--- src/rtl/weighted_rr_arbiter_if.sv ---
// Request/grant bundle between requesters and the weighted round-robin arbiter.
// The master side drives requests, weights and beats; the slave side returns the grant.
interface weighted_rr_arbiter_if #(
  parameter int unsigned N_REQ    = 8,
  parameter int unsigned W_WEIGHT = 4
);
  localparam int unsigned W_IDX = $clog2(N_REQ);

  logic [N_REQ-1:0]          req;
  logic [N_REQ*W_WEIGHT-1:0] weight;
  logic                      beat;
  logic [N_REQ-1:0]          grant;
  logic [W_IDX-1:0]          grant_idx;
  logic                      grant_valid;
  logic [W_WEIGHT-1:0]       credit;

  modport master (
    output req,
    output weight,
    output beat,
    input  grant,
    input  grant_idx,
    input  grant_valid,
    input  credit
  );

  modport slave (
    input  req,
    input  weight,
    input  beat,
    output grant,
    output grant_idx,
    output grant_valid,
    output credit
  );
endinterface

--- src/rtl/weighted_rr_arbiter.sv ---
// Weighted round-robin arbiter: registered, zero-bubble grants that last up to
// the winner's weight in beats, with a rotating search valid for any N_REQ.
module weighted_rr_arbiter #(
  parameter int unsigned N_REQ    = 8,
  parameter int unsigned W_WEIGHT = 4
) (
  input  logic                 clk,
  input  logic                 rst_n,
  weighted_rr_arbiter_if.slave bus
);
  localparam int unsigned W_IDX = $clog2(N_REQ);
  localparam logic [W_IDX-1:0] LastIdx = W_IDX'(N_REQ - 1);
  localparam logic [W_IDX:0]   NReqW   = (W_IDX + 1)'(N_REQ);

  typedef enum logic [0:0] {StIdle, StGrant} state_e;

  state_e              r_state;
  logic [N_REQ-1:0]    r_grant;
  logic [W_IDX-1:0]    r_grant_idx;
  logic [W_IDX-1:0]    r_last_idx;
  logic [W_WEIGHT-1:0] r_credit;

  logic                w_cur_req;
  logic                w_end;
  logic [W_IDX-1:0]    w_search_last;
  logic [W_IDX-1:0]    w_start;
  logic [2*N_REQ-1:0]  w_dbl;
  logic [N_REQ-1:0]    w_rot;
  logic                w_found;
  logic [W_IDX-1:0]    w_offset;
  logic [W_IDX:0]      w_sum;
  logic [W_IDX-1:0]    w_win_idx;
  logic [N_REQ-1:0]    w_win_onehot;
  logic [W_WEIGHT-1:0] w_win_credit;

  always_comb begin
    w_cur_req = bus.req[r_grant_idx];
    w_end     = (r_state == StGrant) &&
                (!w_cur_req || (bus.beat && (r_credit == W_WEIGHT'(1))));

    // On a grant end the search pointer is the ending index, not the stale last_idx.
    w_search_last = w_end ? r_grant_idx : r_last_idx;
    w_start       = (w_search_last == LastIdx) ? '0 : w_search_last + W_IDX'(1);

    w_dbl   = {bus.req, bus.req};
    w_rot   = w_dbl[w_start +: N_REQ];
    w_found = |w_rot;

    w_offset = '0;
    for (int j = int'(N_REQ) - 1; j >= 0; j--) begin
      if (w_rot[j]) w_offset = W_IDX'(j);
    end

    w_sum     = {1'b0, w_start} + {1'b0, w_offset};
    w_win_idx = (w_sum >= NReqW) ? W_IDX'(w_sum - NReqW) : w_sum[W_IDX-1:0];

    w_win_onehot = N_REQ'(1) << w_win_idx;

    w_win_credit = '0;
    for (int i = 0; i < int'(N_REQ); i++) begin
      if (w_win_idx == W_IDX'(i)) w_win_credit = bus.weight[i*W_WEIGHT +: W_WEIGHT];
    end
    if (w_win_credit == '0) w_win_credit = W_WEIGHT'(1);
  end

  always_ff @(posedge clk) begin
    if (!rst_n) begin
      r_state     <= StIdle;
      r_grant     <= '0;
      r_grant_idx <= '0;
      r_credit    <= '0;
      r_last_idx  <= LastIdx;
    end else begin
      case (r_state)
        StIdle: begin
          if (w_found) begin
            r_state     <= StGrant;
            r_grant_idx <= w_win_idx;
            r_grant     <= w_win_onehot;
            r_credit    <= w_win_credit;
          end
        end
        StGrant: begin
          if (w_end) begin
            r_last_idx <= r_grant_idx;
            if (w_found) begin
              r_grant_idx <= w_win_idx;
              r_grant     <= w_win_onehot;
              r_credit    <= w_win_credit;
            end else begin
              r_state  <= StIdle;
              r_grant  <= '0;
              r_credit <= '0;
            end
          end else if (bus.beat) begin
            r_credit <= r_credit - W_WEIGHT'(1);
          end
        end
        default: begin
          r_state  <= StIdle;
          r_grant  <= '0;
          r_credit <= '0;
        end
      endcase
    end
  end

  assign bus.grant       = r_grant;
  assign bus.grant_idx   = r_grant_idx;
  assign bus.grant_valid = (r_state == StGrant);
  assign bus.credit      = r_credit;
endmodule

--- src/flat_wrapper.sv ---
// flat-port wrapper written by rule: the top's interface ports become plain ports
module weighted_rr_arbiter_flat 
#(
  parameter int unsigned N_REQ    = 8,
  parameter int unsigned W_WEIGHT = 4
)
  (clk, rst_n, bus_req, bus_weight, bus_beat, bus_grant, bus_grant_idx, bus_grant_valid, bus_credit);
  weighted_rr_arbiter_if #(.N_REQ(N_REQ), .W_WEIGHT(W_WEIGHT)) bus_i ();
  input  logic clk;
  input  logic rst_n;
  input wire logic [$bits(bus_i.req)-1:0] bus_req;
  input wire logic [$bits(bus_i.weight)-1:0] bus_weight;
  input wire logic [$bits(bus_i.beat)-1:0] bus_beat;
  output wire logic [$bits(bus_i.grant)-1:0] bus_grant;
  output wire logic [$bits(bus_i.grant_idx)-1:0] bus_grant_idx;
  output wire logic [$bits(bus_i.grant_valid)-1:0] bus_grant_valid;
  output wire logic [$bits(bus_i.credit)-1:0] bus_credit;
  assign bus_i.req = bus_req;
  assign bus_i.weight = bus_weight;
  assign bus_i.beat = bus_beat;
  assign bus_grant = bus_i.grant;
  assign bus_grant_idx = bus_i.grant_idx;
  assign bus_grant_valid = bus_i.grant_valid;
  assign bus_credit = bus_i.credit;
  weighted_rr_arbiter #(.N_REQ(N_REQ), .W_WEIGHT(W_WEIGHT)) u_core (.clk(clk), .rst_n(rst_n), .bus(bus_i));
endmodule
--- config.mk ---
export PLATFORM = sky130hd
export DESIGN_NAME = weighted_rr_arbiter_flat
export DESIGN_NICKNAME = d
export VERILOG_FILES = /design/src/rtl/weighted_rr_arbiter_if.sv /design/src/rtl/weighted_rr_arbiter.sv /design/src/flat_wrapper.sv
export SDC_FILE = /design/constraint.sdc
export NUM_CORES = 1
export LEC_CHECK = 0
export ABC_CLOCK_PERIOD_IN_PS = 8500
export CORE_AREA = 5 5 74 76
export DETAILED_ROUTE_END_ITERATION = 10
export DIE_AREA = 0 0 79 81
export GPL_ROUTABILITY_DRIVEN = 0
export PLACE_DENSITY = 0.8
export SLEW_MARGIN = 25
export SYNTH_ARGS = -nofsm -noshare
export SYNTH_HDL_FRONTEND = slang
export SYNTH_SLANG_ARGS = --single-unit
--- constraint.sdc ---
create_clock -name clk -period 8.5 [get_ports clk]
set_clock_uncertainty 0.2 [all_clocks]
set_input_delay 1.275 -clock clk [delete_from_list [all_inputs] [get_ports clk]]
set_output_delay 1.275 -clock clk [all_outputs]
set_load 0.01 [all_outputs]
==> results of run 1 <==
stage by stage:
stage,hold slack [ns],setup WS (ns),cell area (sq um)
2_1_floorplan,0.290,1.75,2280
3_3_place_gp,0.257,0.994,2860
3_5_place_dp,0.248,0.708,2860
4_1_cts,0.281,0.944,2910
5_1_grt,0.290,0.453,2910
6_report,0.279,0.985,2910
metal layers:
layer	GRT usage [%]	routed length, microns
met4	3.26	38
met2	33.5	2770
met3	4.21	567
met1	24.7	2600
met5	0	0
sequential cells by signal, indices dropped and copies added (netlist names):
register and count:
u_core.bus.grant 8, u_core.bus.credit 4, u_core.bus.grant_idx 3, u_core.r_last_idx 3, u_core.bus.grant_valid 1
path summary, 6_finish.rpt:
path / start / endpoint / slack (ns) / depth (start not counted)
setup / recovery: bus_req[3] / u_core.bus.credit[0] / 0.98 / 22
hold / removal: u_core.bus.grant[3] / u_core.bus.grant[3] / 0.28 / 1
setup reg to reg: u_core.bus.grant_idx[0] / u_core.bus.credit[0] / 1.70 / 21
hold reg to reg: u_core.bus.grant[3] / u_core.bus.grant[3] / 0.28 / 1
synthesized netlist by cell type (3+ instances only):
master	number
a22oi_1	5
o2bb2ai_1	5
dfxtp_1	19
clkbuf_1	13
a21oi_1	15
inv_1	6
mux2i_1	24
nand2b_1	7
o21ai_0	17
a32o_1	6
mux2_1	3
nor2_1	18
ha_1	4
nor3_1	13
and2_1	7
nand2_1	9
or3_1	6
mux2_2	10
nor2b_1	7
nand3_1	5
mux4_2	9
nor3b_1	3
a22o_1	8
cells by family (layout without fill, tap and decap cells):
logic type	count (synthesis)	after routing	synth area share (%)
buffers and inverters	26	71	4.72
adder cells (fa/ha/maj)	5	5	3.08
AO/OA/AOI/OAI	78	78	24.9
XOR/XNOR	4	4	3.52
flip-flops	19	19	16.7
multiplexers	46	46	25.9
AND/OR/NAND/NOR	86	86	21.3
critical path, cell delays in order:
cell and delay, ns:
clkdlybuf4s50_1 0.61, mux4_2 0.34, nor2b_1 0.47, nor2_1 0.13, o21ai_0 0.30, mux2i_1 0.35
inv_1 0.08, ha_1 0.44, inv_1 0.35, mux2i_1 0.33, nand2_1 0.11, o21bai_1 0.18
a22oi_1 0.15, o21ai_0 0.09, and2_1 0.17, ha_1 0.19, fa_1 0.83, mux4_2 0.41
nor3_1 0.20, nor2_1 0.05, mux2_1 0.30, o2bb2ai_1 0.15
final cells by class:
cell class | count | area (sq um) | area share [%]
timing repair buffer | 59 | 588 | 20.2
clock buffer | 3 | 41.3 | 1.42
tap | 54 | 67.6 | 2.33
multi-input combinational | 219 | 1790 | 61.6
sequential | 19 | 380 | 13.1
inverter | 8 | 30.0 | 1.03
clock inverter | 1 | 7.51 | 0.258
==> results_dict.tcl, run 1 <==
set metrics [dict create \
    ioPinCount 59 \
    h-tree-depth 1 \
    synth_seq_cells 19 \
    avgSynthCellArea_sq_um 8.63 \
    final_common_cell "clkdlybuf4s50_1" \
    endpoint_kind "flop" \
    grt_pass1_wl_microns 10200 \
    yosys.area.top_type "dfxtp_1" \
    grt_overflow 0 \
    row_count 25 \
    grt_max_degree 18 \
    synth_enable_flop_cells 0 \
    place_hpwl_microns 4690 \
    synth_area_leaders "dfxtp_1, mux2i_1, mux4_2" \
    yosysSeqAreaShare_pct 16.7 \
    syn_to_final_growth_pct 27.5 \
    max_slew_margin_pct 48.7 \
    syn_nets 312 \
    cp.required_ns 8.49 \
    syn-cell-area_sq_um 2280 \
    finalCriticalPeriod_ns 7.52 \
    io_buffers 58 \
    clk_latency_ns 0.26 \
    firstDrtPassIters 5 \
    drc 0 \
    die_w_microns 79 \
    critical_path_peak_fanout 13 \
    synthCells 264 \
    grt_pass1_vias 2232 \
    rsz0062_at_grt "no" \
    finalHoldViolCount 0 \
    yosys_most_used_dff "dfxtp_1" \
    status "completed" \
    routedWlPerCell_microns 16.5 \
    cts_hold_buffers 0 \
    clk_pin_slew_ns 0.07 \
    cts_sinks 19 \
    crit_type "input port to flop" \
    cts_tree "yes" \
    fp.dieH_microns 81 \
    finalSetupViolCount 0 \
    max_freq_mhz 133 \
    vias 2265 \
    die_area_sq_um 6400 \
    fin_cells 363 \
    cts_buffers 3 \
    cts_max_path_buffers 2 \
    track_usage_pct 19.2 \
    crit_path_start_kind "input port" \
    place_inst 359 \
    finalSetupTns_ns 0 \
    drtAntennaViolNets 0 \
    drtIter0Drc 192 \
    async_reset_ff_share_pct 0 \
    worstMarginPinSlew_ns 0.769 \
    antenna_found_initial 0 \
    maxCapViolCount 0 \
    antennaDiodeCount 0 \
    yosysWarnings 0 \
    period_share_pct 88.4 \
    clockRootBuffer "clkbuf_8" \
    critPathArrivalTime_ns 7.50 \
    drive_gt1_share_pct 12.3 \
    ctsResizeCount 0 \
    initial_utilization_pct 48.9 \
    vias_per_cell 6.24 \
    fillers 403 \
    final_nets 358 \
    min_path_type "flop to flop" \
    wl_microns 5970 \
    final_cell_mix "clkdlybuf4s50_1, mux2i_1, dfxtp_1, nor2_1, o21ai_0" \
    synth_top_area_share_pct 16.7 \
    post-cts-setup-buffers 0 \
    final_util_pct 62.3 \
    slew_viol_final 0 \
    netlist-cell-type-count 59 \
    coreArea_sq_um 4660 \
]
Power of run 1 is not shown: default switching activity piles up to over one toggle a cycle in this logic, so the estimate is an artifact.
==> run 2, diff against run 1 <==
--- a/config.mk
+++ b/config.mk
@@ -9,9 +9,10 @@
 export CORE_AREA = 5 5 74 76
 export DETAILED_ROUTE_END_ITERATION = 10
 export DIE_AREA = 0 0 79 81
-export GPL_ROUTABILITY_DRIVEN = 0
+export GPL_ROUTABILITY_DRIVEN = 1
 export PLACE_DENSITY = 0.8
 export SLEW_MARGIN = 25
 export SYNTH_ARGS = -nofsm -noshare
 export SYNTH_HDL_FRONTEND = slang
 export SYNTH_SLANG_ARGS = --single-unit
+export TNS_END_PERCENT = 50
==> results of run 2 <==
Final layout, timing and power as in run 1 (identical DEF).
Power of run 2 is left out for the same reason.
==> run 3, diff against run 2 <==
==> constraint.sdc (replaced) <==
create_clock -name clk -period 8.5 [get_ports clk]
set_clock_uncertainty 0.2 [all_clocks]
set_input_delay 1.275 -clock clk [delete_from_list [all_inputs] [get_ports clk]]
set_output_delay 1.275 -clock clk [all_outputs]
set_load 0.02 [all_outputs]
==> results of run 3 <==
Final layout, timing and power as in run 1 (identical DEF).
Power of run 3 is left out for the same reason.
==> edit 1 (config.mk and constraints of run 2) <==
`N_REQ` is set to 8 in 3 places; all go to 4.
--- a/src/rtl/weighted_rr_arbiter_if.sv
+++ b/src/rtl/weighted_rr_arbiter_if.sv
@@ -1,7 +1,7 @@
 // Request/grant bundle between requesters and the weighted round-robin arbiter.
 // The master side drives requests, weights and beats; the slave side returns the grant.
 interface weighted_rr_arbiter_if #(
-  parameter int unsigned N_REQ    = 8,
+  parameter int unsigned N_REQ    = 4,
   parameter int unsigned W_WEIGHT = 4
 );
   localparam int unsigned W_IDX = $clog2(N_REQ);
--- a/src/rtl/weighted_rr_arbiter.sv
+++ b/src/rtl/weighted_rr_arbiter.sv
@@ -1,7 +1,7 @@
 // Weighted round-robin arbiter: registered, zero-bubble grants that last up to
 // the winner's weight in beats, with a rotating search valid for any N_REQ.
 module weighted_rr_arbiter #(
-  parameter int unsigned N_REQ    = 8,
+  parameter int unsigned N_REQ    = 4,
   parameter int unsigned W_WEIGHT = 4
 ) (
   input  logic                 clk,
--- a/src/flat_wrapper.sv
+++ b/src/flat_wrapper.sv
@@ -1,7 +1,7 @@
 // flat-port wrapper written by rule: the top's interface ports become plain ports
 module weighted_rr_arbiter_flat 
 #(
-  parameter int unsigned N_REQ    = 8,
+  parameter int unsigned N_REQ    = 4,
   parameter int unsigned W_WEIGHT = 4
 )
   (clk, rst_n, bus_req, bus_weight, bus_beat, bus_grant, bus_grant_idx, bus_grant_valid, bus_credit);
Interface: changed (resized bus_grant, bus_grant_idx, bus_req and bus_weight); port bits go from 59 to 34. The function was not compared with the original's and may differ.
==> edit 1 against run 2 <==
- register-to-register slack better by 2.6 ns
- sequential cell count is 6 lower
- count of clock-buffer cells in the layout is 1 higher
- worst setup slack better by 2.2 ns
- design area down 44%
- routed wire length fell by 46%
- synthesized area decreased by 46%
- via count fell by 44%
- critical path type unchanged
- largest cell class unchanged
==> edit 1: results (changes against run 2) <==
Vias: 1270 (-44%)
Port buffer count: 33 (-43%)
Iteration-0 DRC Markers: 135 (-30%)
Top cells by count, synth: nor2_1, dfxtp_1, a21oi_1, nand2_1, mux2i_1
Critical Path Start: bus_req[2]
Post-synth EDFFs: 0 (unchanged)
DR pass1 iterations: 4 (-1)
Crit path largest cell delay: 0.59 ns (-0.24 ns)
Critical Path AT: 5.25 ns (-2.25 ns)
Global-route wire length before repair: 5350 um (-47%)
Post-Route WL: 3220 um (-46%)
Net Count, Synth: 173 (-45%)
Vias in the first global route: 1193 (-47%)
Worst-Margin Slew: 0.817 ns (+0.0480 ns)
Post-DP HPWL: 2550 um (-46%)
CP max stage cell: xnor2_2
WHS: 0.291 ns (+0.0121 ns)
Reg-to-reg endpoint: u_core.bus.credit[2]
Synth area leaders: dfxtp_1, mux2i_1, nor2_1
Reg clk slew, reported paths: 0.05 ns (-0.02 ns)
Worst-skew pair later-pin latency: 0.25 ns
GPL Wtd Cong: 0.864 (-5.4%)
Gr usage total: 10.1% (-9.1 points)
Top delay family on crit path: compound AO/OA/AOI/OAI gates
Status: finished clean
Share of post-route cells with drive strength above 1: 9.09% (-3.2 points)
Largest net degree at the start of global routing: 18 (unchanged)
Reg2Reg Setup Slack: 4.28 ns (+2.58 ns)
Sequential-to-total area share from yosys stat: 21.0% (+4.3 points)
Yosys cell types: 50 (-15%)
CP max FO: 11 (-2)
Nets: 203 (-43%)
Drt drc: 0 (unchanged)
Fillers: 453 (+12%)
-- edit 1: cell count changes after synthesis, sizes merged, moves of 9 or more --
| cell | delta |
|---|---|
| mux2 | -9 |
| o21ai | -10 |
| clkbuf | -11 |
| mux2i | -16 |
-- edit 1: through the flow --
step | utilization (%) | area, um^2 | total power, mW | setup slack [ns] | instances
6_report | 34.7 | 1620 | 0.568 | 3.18 | 230
5_1_grt | 34.7 | 1620 | 0.614 | 2.89 | 230
4_1_cts | 34.7 | 1620 | 0.569 | 3.19 | 230
3_5_place_dp | 33.7 | 1570 | 0.511 | 2.94 | 226
3_3_place_gp | 33.7 | 1570 | 0.503 | 3.02 | 226
2_1_floorplan | - | 1240 | 0.419 | 3.97 | 147
-- edit 1: worst min-delay path by stage --
stage / startpoint / endpoint / cells past startpoint
after detailed placement: u_core.bus.grant[0] / u_core.bus.grant[0] / 2
after CTS: u_core.bus.grant[1] / u_core.bus.grant[1] / 2
final: u_core.bus.grant[1] / u_core.bus.grant[1] / 2
after global routing: u_core.bus.grant[1] / u_core.bus.grant[1] / 2
after global placement: u_core.bus.grant[1] / u_core.bus.grant[1] / 2
after floorplan: u_core.bus.grant[0] / u_core.bus.grant[0] / 2
-- edit 1: cells by family after synthesis --
logic type               Yosys count  synth area share, %
AO/OA/AOI/OAI                     51                 29.4
XOR/XNOR                           3                 4.84
adder cells (fa/ha/maj)            3                 3.03
buffers and inverters             14                 7.06
flip-flops                        13                 21.0
multiplexers                      14                 14.0
AND/OR/NAND/NOR                   49                 20.7
-- edit 1: tightest hold or removal path, stage by stage, from the launching register on --
cell and delay, ns:
dfxtp_1 0.32, a32oi_1 0.06, nor2_1 0.07
-- edit 1: final cells by class --
class                   instances  area share, %
inverters                       6           1.39
well taps                      54           4.18
clock buffers                   4           2.78
flip-flops and latches         13           16.1
repair buffers                 33           20.4
multi-input cells             120           55.1
-- edit 1: metal layers --
metal | GRT usage (%) | routed length [um]
met3 | 1.44 | 251
met1 | 12.9 | 1480
met5 | 0 | 0
met4 | 5.33 | 74
met2 | 16.7 | 1420
-- edit 1: report_power, final --
| part | internal (mW) | switching (mW) | leakage, nW |
|---|---|---|---|
| registers | 0.0841 | 0.0236 | 0.108 |
| clock network | 0.0332 | 0.0236 | 0.0228 |
| logic | 0.189 | 0.215 | 0.479 |
| total | 0.306 | 0.262 | 0.609 |
==> edit 2 (settings of run 2) <==
Without the edit above. Reset style: asynchronous (`rst_n`), changed in one clocked block.
--- a/src/rtl/weighted_rr_arbiter.sv
+++ b/src/rtl/weighted_rr_arbiter.sv
@@ -63,7 +63,7 @@
     if (w_win_credit == '0) w_win_credit = W_WEIGHT'(1);
   end
 
-  always_ff @(posedge clk) begin
+  always_ff @(posedge clk or negedge rst_n) begin
     if (!rst_n) begin
       r_state     <= StIdle;
       r_grant     <= '0;
Check against the original RTL: differs if rst_n is asserted again (counterexample within 4 cycles, from zero or initial values and one cycle with rst_n low); with rst_n held inactive, the same outputs for 10 cycles.
==> edit 2 against run 2 <==
- synthesized cell count shrank 4.5%
- synthesized area is 4.6% higher
- sequential cell count stayed put
- non-clock buffer count up 2
- count of clock-buffer cells in the layout unchanged
- die area stayed put
- critical path depth is the same
- routed wire length increased by 12%
- worst setup slack better by 0.062 ns
- design area increased by 4.5%
Power is left out: the tool's default activity adds up to more than one toggle a clock period on the data nets, which glitch-free logic cannot reach.
==> edit 2: results (changes against run 2) <==
Fillers: 393 (-2.5%)
Hold wc startpoint: u_core.bus.grant[1]
Async S/R FF share, synth: 100% (+100 points)
Global-route wire length before repair: 11100 um (+9.0%)
Main synth FF type: dfrtp_1
H-tree Lvls: 1 (unchanged)
Crit path largest cell delay: 0.82 ns
Nets: 353 (-1.4%)
Vias: 2364 (+4.4%)
CP max stage cell: fa_1
Yosys Warn Count: 0 (unchanged)
Hold Crit Class: reg2reg
Worst-skew pair later-pin latency: 0.26 ns (about the same)
# resized after CTS: 0 (unchanged)
Post-DP HPWL: 5060 um (+7.9%)
Critical Path AT: 7.40 ns (-0.10 ns)
Antenna fix cells: 0 (unchanged)
DR pass1 iterations: 5 (unchanged)
Vias in the first global route: 2324 (+4.1%)
Share of post-route cells with drive strength above 1: 14.1% (+1.8 points)
Post-CTS Setup Repair Bufs: 0 (unchanged)
Routed WL per cell: 18.7 um (+13%)
Max clock buf depth: 2 (unchanged)
Synth area leaders: dfrtp_1, mux4_2, mux2i_1
GPL Wtd Cong: 0.955 (+4.7%)
Largest net degree at the start of global routing: 24 (+6)
Root Buffer: clkbuf_8
Sequential-to-total area share from yosys stat: 20.1% (+3.4 points)
Top cells by count, synth: mux2i_1, nor2_1, nand2_1, dfrtp_1, mux4_2
Max FFs per register: 8 (unchanged)
Critical Path Start: bus_req[3]
Gr usage total: 21.5% (+2.3 points)
Worst Hold Depth: 1 (unchanged)
Reg clk slew, reported paths: 0.08 ns
Crit Reg-Reg Startpoint: u_core.bus.grant_idx[0]
CP max FO: 13 (unchanged)
Top delay family on crit path: multiplexers
Port buffer count: 58 (unchanged)
CTS Buf Count: 3 (unchanged)
Antenna violations before repair: 0 (unchanged)
Worst r2r path cells: 20 (-4.8%)
Yosys cell types: 63 (+6.8%)
Iteration-0 DRC Markers: 182 (-5.2%)
Worst-Margin Slew: 0.870 ns (+0.102 ns)
Status: finished clean
Net Count, Synth: 300 (-3.8%)
Count leader, synth: mux2i_1
-- edit 2: kinds of logic after synthesis --
family	count (synthesis)	share of synthesized area, %
flops	19	20.1
buf+inv	20	3.83
compound gates	60	20.5
fa+ha+maj	5	2.94
simple gates	94	21.4
mux	53	30.8
xor+xnor	1	0.368
-- edit 2: cell type report --
class                   instances  share of cell area, %
clock inverters                 1                  0.247
inverters                       7                  0.865
clock buffers                   3                   1.36
multi-input cells             213                   59.7
well taps                      54                   2.22
repair buffers                 61                   19.9
flip-flops and latches         19                   15.8
-- edit 2: path summary, 6_finish.rpt --
path,endpoint,slack [ns]
worst max-delay path,u_core.bus.credit[0],1.05
worst min-delay path,u_core.bus.grant[1],0.31
worst max register to register,u_core.bus.credit[0],2.08
worst min register to register,u_core.bus.grant[1],0.31
max in group asynchronous,u_core.bus.grant_valid,6.26
min in group asynchronous,u_core.bus.grant[2],1.30
-- edit 2: worst reg2reg max path, cell delays in order, from the launching register on --
cell	delay, ns
dfrtp_1	0.86
mux2i_1	0.17
buf_4	0.19
o21ai_0	0.42
mux2_2	0.42
ha_1	0.25
inv_1	0.09
a31oi_1	0.08
nor2_2	0.41
mux4_2	0.59
or3b_2	0.21
a31o_2	0.13
a21boi_0	0.09
ha_1	0.20
fa_1	0.82
mux4_2	0.39
nor2_1	0.13
nor2_1	0.06
mux2i_1	0.16
nor3_1	0.06
a2111o_1	0.36
-- edit 2: metrics by stage --
stage / area (um^2) / setup slack, ns / std cells / hold slack (ns)
5_1_grt: 3040 / 0.568 / 358 / 0.334
3_5_place_dp: 2990 / 0.846 / 354 / 0.288
4_1_cts: 3040 / 1.08 / 358 / 0.314
2_1_floorplan: 2380 / 1.67 / 252 / 0.333
3_3_place_gp: 2990 / 0.970 / 354 / 0.291
6_report: 3040 / 1.05 / 358 / 0.314
-- edit 2: per-layer routing --
layer	wire, um	vias up	global-route usage [%]	part of all wire, %
met2	3290	111	37.8	49
met3	409	18	2.66	6.1
met1	2800	1120	27.4	42
met4	175	0	7.39	2.6
li1	-	1115	-	-
met5	0	-	0	0
